$ cat config.mk
export PLATFORM = sky130hd
export DESIGN_NAME = power_alu_arbiter
export DESIGN_NICKNAME = d
export VERILOG_FILES = /design/src/rtl/power_alu_arbiter.sv
export SDC_FILE = /design/constraint.sdc
export NUM_CORES = 1
export LEC_CHECK = 0
export ABC_AREA = 1
export BUFFER_PORTS_ARGS = -buffer_cell sky130_fd_sc_hd__clkbuf_2
export CORE_UTILIZATION = 35
export CTS_BUF_LIST = sky130_fd_sc_hd__clkbuf_16
export CTS_CLUSTER_DIAMETER = 200
export CTS_CLUSTER_SIZE = 28
export DETAILED_ROUTE_END_ITERATION = 10
export PLACE_DENSITY = 0.76
export SLEW_MARGIN = 20
export SYNTH_ARGS = -nofsm -noshare
export SYNTH_HDL_FRONTEND = slang
export SYNTH_SLANG_ARGS = --single-unit
$ cat constraint.sdc
create_clock -name clk -period 2 [get_ports clk]
set_input_delay 0.2 -clock clk [delete_from_list [all_inputs] [get_ports clk]]
set_output_delay 0.2 -clock clk [all_outputs]
set_load 0.005 [all_outputs]
$ cat src/rtl/power_alu_arbiter.sv
// Two-master arbiter/sequencer feeding one shared combinational PowerALU.
// Define ALU_ARB_FIXED_PRI_EN for fixed priority (requester 0 wins ties); default is round-robin.
module power_alu_arbiter #(
  parameter int W  = 8,
  parameter int SW = 4
) (
  input  logic          clk,
  input  logic          rst,
  input  logic          req0_valid,
  output logic          req0_ready,
  input  logic [SW-1:0] req0_s,
  input  logic [W-1:0]  req0_a,
  input  logic [W-1:0]  req0_b,
  input  logic          req1_valid,
  output logic          req1_ready,
  input  logic [SW-1:0] req1_s,
  input  logic [W-1:0]  req1_a,
  input  logic [W-1:0]  req1_b,
  output logic          rsp0_valid,
  input  logic          rsp0_ready,
  output logic [W-1:0]  rsp0_data,
  output logic          rsp1_valid,
  input  logic          rsp1_ready,
  output logic [W-1:0]  rsp1_data,
  output logic [SW-1:0] alu_s,
  output logic [W-1:0]  alu_a,
  output logic [W-1:0]  alu_b,
  input  logic [W-1:0]  alu_out
);

  typedef enum logic [1:0] {IDLE, EXEC, RESP} state_t;

  state_t       state;
  logic         gnt;
  logic         last;
  logic         win;
  logic         accept;
  logic [W-1:0] result;

  // win is the requester id that gets ready when both are valid or only requester 1 is
  always_comb begin
`ifdef ALU_ARB_FIXED_PRI_EN
    win = !req0_valid;
`else
    win = (req0_valid && req1_valid) ? !last : !req0_valid;
`endif
  end

  assign req0_ready = !rst && (state == IDLE) && req0_valid && !win;
  assign req1_ready = !rst && (state == IDLE) && req1_valid && win;
  assign accept     = req0_ready || req1_ready;

  always_ff @(posedge clk or posedge rst) begin
    if (rst) begin
      state  <= IDLE;
      alu_s  <= '0;
      alu_a  <= '0;
      alu_b  <= '0;
      result <= '0;
      gnt    <= 1'b0;
      last   <= 1'b1;
    end else begin
      case (state)
        IDLE: begin
          if (accept) begin
            alu_s <= win ? req1_s : req0_s;
            alu_a <= win ? req1_a : req0_a;
            alu_b <= win ? req1_b : req0_b;
            gnt   <= win;
`ifndef ALU_ARB_FIXED_PRI_EN
            last  <= win;
`endif
            state <= EXEC;
          end
        end
        EXEC: begin
          result <= alu_out;
          state  <= RESP;
        end
        RESP: begin
          if (gnt ? rsp1_ready : rsp0_ready)
            state <= IDLE;
        end
        default: state <= IDLE;
      endcase
    end
  end

  // Only the granted port sees the result; the other response port reads zero
  assign rsp0_valid = (state == RESP) && !gnt;
  assign rsp1_valid = (state == RESP) && gnt;
  assign rsp0_data  = rsp0_valid ? result : '0;
  assign rsp1_data  = rsp1_valid ? result : '0;

endmodule

; After elaboration in Yosys (flattened, before gate mapping)
; Index checks and enable logic that the tools add are counted.
; Widths: inputs -> output; s select.
[op_classes]
eq_ne = 4
reduce_logical = 17
muxes = 10
[op_table]
columns = cell, n
row1 = $mux 8, 4
row2 = $logic_and 1x1->1, 8
row3 = $pmux 2 s3, 1
row4 = $logic_not 1->1, 5
row5 = $mux 2, 2
row6 = $mux 4, 1
row7 = $ne 2x2->1 const B, 2
row8 = $reduce_and 2->1, 2
row9 = $eq 2x1->1 const B, 1
row10 = $eq 2x2->1 const B, 1
row11 = $logic_not 2->1, 1
row12 = $mux 1, 2
row13 = $logic_or 1x1->1, 1
[word_totals]
ff_bits = 32
elab_cells = 38

; Longest topological paths before layout
[logic_depth]
word_depth = 7
ltp_mapped = 8
ltp_nobuf = 7

; Least setup slack after synthesis
; No wires, ideal clock.
[synth_path]
path_type = input -> register
startpoint = input port rst
endpoint = register alu_a[0]
setup_ns = 0.116
path_slack_ns = 0.335
path_stages = 7
t_required_ns = 1.884
t_arrival_ns = 1.549
path_cell_list = inv_1 nand2_2 nor2_8 inv_4 buf_6 nand2_1 nand2_1
[synth_between]
elab_chain_len = 6
[synth_rtl]
columns = element, line
row1 = "start, declared", 8  ; input logic rst,
row2 = $logic_not 1->1 (no line) *, -
row3 = $logic_and 1x1->1 *, "49, 50"
row4 = "$logic_and 1x1->1, on equally long branches (2 in series)", "49, 50"
row5 = $logic_or 1x1->1 *, 51  ; assign accept = req0_ready || req1_ready;
row6 = $reduce_and 2->1 (no line) *, -
row7 = "end signal, assigned", 67  ; alu_a <= win ? req1_a : req0_a;
row8 = "end, declared", 26  ; output logic [W-1:0] alu_a,
; Every way passes the cells marked *; elsewhere a longest branch is shown, timed or not.
; A chain may end at the register's enable or synchronous reset.

; Worst setup path in the final report
[layout_path]
startpoint = register state[0]
endpoint = output port req1_ready
[layout_between]
elab_chain_len = 4
[layout_rtl]
columns = element, line
row1 = "start, declared", 33  ; state_t state;
row2 = "start signal, assigned", 55  ; state <= IDLE;
row3 = "start signal, assigned", 73  ; state <= EXEC;
row4 = "start signal, assigned", 78  ; state <= RESP;
row5 = $logic_not 2->1, 50  ; assign req1_ready = !rst && (state == IDLE) && req1_valid && win;
row6 = $logic_and 1x1->1 (3 in series), 50
row7 = "end, declared", 15  ; output logic req1_ready,
; No other way between the ends.

==> summary.md <==
| Metric | Value |
|---|---|
| Status | `complete, but fails checks` |
| Failing checks | `design-rule violations` |
| Post-synth EDFFs | `0` |
| Largest net degree at the start of global routing | `33` |
| Number of nets with antenna violations after routing | `0` |
| CTS tree | `built` |
| Hold bufs inserted after CTS | `0` |
| Bufs and invs on worst path | `2` |
| Drt total wl | `4150 um` |
| Period utilization | `79.9%` |
| CTS H-tree lvls | `2` |
| Clock tree buffer depth | `2` |
| Post-Syn Area per Cell | `7.23 um2` |
| Async SR Flop Fraction | `100%` |
| Die X | `70.8 um` |
| CP Capture Type | `output port` |
| Setup TNS | `0 ns` |
| DR iter-0 viols | `86` |
| Kind of critical path | `register to output port` |
| Core area | `4440 um2` |
| Area grow syn2layout | `37.4%` |
| Share of post-route cells with drive strength above 1 | `34.3%` |
| DP HPWL | `3140 um` |
| Warnings, synthesis | `0` |
| Most frequent cell after synthesis | `nand2_1` |
| Post_cts resized | `0` |
| Synth cell types | `15` |
| Post-synth top cells | `107 x nand2_1, 31 x dfrtp_1, 26 x nor2_1` |
| Overall die area | `5010 um2` |
| Crit path launch type | `register` |
| Post-Layout Cell Count | `376` |
| Primary FF master, synth | `dfrtp_1` |
| Worst hold path type | `primary input to async pin` |
| Wire per inst | `11.0 um` |
| FMAX | `0.626 GHz` |
| Clock Latency Late Sink | `0.27 ns` |
| Overall Power | `0.00291 W` |
| Clk root buf | `clkbuf_16` |
| Vias per cell | `4.46` |
| Required time of the worst setup path | `1.80 ns` |
| Final GP Congestion | `0.738` |
| Critical Path AT | `1.40 ns` |
| Initial antenna violation count | `0` |
| Number of global-route vias before repair | `1649` |
| Grt ovf | `0` |
| Crit path largest cell delay | `0.40 ns` |
| Final Max Tran Viols | `0` |
| Starting Density | `37.2%` |
| Pleak | `1.44 nW` |
| Mapped Cells | `229` |
| Placed cells | `368` |
| Crit Path Max Fanout | `15` |
| Top-Level Pins | `94` |
| Die Span Y | `70.8 um` |
| Share of the synthesized area in the top cell type | `46.9%` |
| CTS sink cnt | `32` |
| DRC Markers | `16` |
| Dpl ws | `0.585 ns` |
| Seq/Total Area, Yosys | `48.5%` |
| Detailed-route via count | `1677` |
| GRT Overall Usage | `18.0%` |
| Worst path slowest cell | `dfrtp_1` |
| Post-Syn Area | `1660 um2` |
| Leading area contributor after synthesis | `dfrtp_1` |
| Worst Tran Pin Value | `0.396 ns` |
| Worst vdd ir | `0.493 mV` |
| Power per Cell Area | `1280 nW/um2` |
| RSZ-0062 raised after global routing | `false` |
| Crit path time final | `1.60 ns` |
| Buffers on Ports | `93` |
| CP top delay family | `simple AND/OR/NAND/NOR gates` |
| # nets final | `377` |
| Setup-failing EPs final | `0` |
| #FFs+latches synth | `32` |
| Synth Net Count | `283` |
| CTS Buf Count | `5` |
| Final hold violations | `0` |
| Setup Fix Bufs, Post-CTS | `0` |
| Maxcap violations | `0` |
| Final WS setup | `0.401 ns` |
| Row Count | `24` |
| Antenna cells | `0` |
| First-pass GRT wire length | `7040 um` |
| Synth area leaders | `dfrtp_1 47%, nand2_1 24%, nand3_1 6.3%` |
| Final Skew | `0.00399 ns` |
| Slew headroom | `73.6%` |
| Reg clk slew, reported paths | `0.05 ns` |
| Detailed-router iteration count before antenna repair | `9` |
| CP Cell Sequence | `nor2_2, nand2_2, nor2_8, nand2_1, inv_1, clkbuf_2` |
==> state kept, by name (all words and copies together), names as in the netlist <==
signal	cells
gnt	1
alu_b	8
alu_a	8
result	8
alu_s	4
last	1
state	2
==> cell usage in the layout (no fill, tap or decap), drive strengths merged <==
| master | instances |
|---|---|
| a21oi | 8 |
| buf | 5 |
| clkbuf | 98 |
| clkinv | 1 |
| dfrtp | 31 |
| dfstp | 1 |
| inv | 18 |
| nand2 | 110 |
| nand3 | 21 |
| nor2 | 29 |
| o21ai | 2 |
==> per-stage QoR <==
step / utilization (%) / hold slack [ns] / area [um2]
CTS: 51.2 / 0.0911 / 2270
global route: 51.2 / 0.119 / 2270
detailed placement: 48.1 / 0.374 / 2140
global placement: 48.1 / 0.362 / 2140
floorplan: - / 0.332 / 1660
finish: 51.2 / 0.0701 / 2270
==> worst paths after layout <==
kind                            start    endpoint  slack [ns]  depth (start not counted)
hold / removal                    rst    alu_a[4]        0.07                          3
setup reg to reg             state[0]    alu_a[5]        0.59                          7
hold reg to reg              alu_a[2]    alu_a[2]        0.48                          2
max in group asynchronous         rst        last        1.61                          3
setup / recovery             state[0]  req1_ready        0.40                          6
min in group clk           alu_out[6]   result[6]        0.18                          3
==> worst min-delay path, cell delays in order <==
cell      delay (ns)
clkbuf_2        0.09
inv_1           0.09
buf_4           0.38
==> power by group <==
part / total, W / internal, W / switching, W / leakage, nW
sequential: 0.00111 / 0.000954 / 0.000155 / 0.386
combinational: 0.00111 / 0.000462 / 0.000648 / 0.984
clock: 0.000686 / 0.000446 / 0.000240 / 0.0738
total: 0.00291 / 0.00186 / 0.00104 / 1.44
==> final cells by class <==
| class | count | area [um2] |
|---|---|---|
| clock buffer | 5 | 125 |
| clock inverter | 3 | 11.3 |
| fill | 435 | 2170 |
| inverter | 16 | 62.6 |
| multi-input combinational | 170 | 706 |
| sequential | 32 | 802 |
| tap | 52 | 65.1 |
| timing repair buffer | 98 | 503 |
==> logic make-up after synthesis <==
logic type,synth area share [%]
buffers and inverters,8.92
flip-flops,48.5
AO/OA/AOI/OAI,3.02
AND/OR/NAND/NOR,39.6
==> routing by layer <==
layer | GRT usage (%) | wire (um) | vias to the layer above
met5 | 0 | 0 | -
met4 | 5.56 | 43 | 0
met3 | 5.98 | 253 | 6
met2 | 32.3 | 2030 | 61
met1 | 20.3 | 1820 | 729
li1 | - | - | 881
Power figures use the tool's default switching activity.
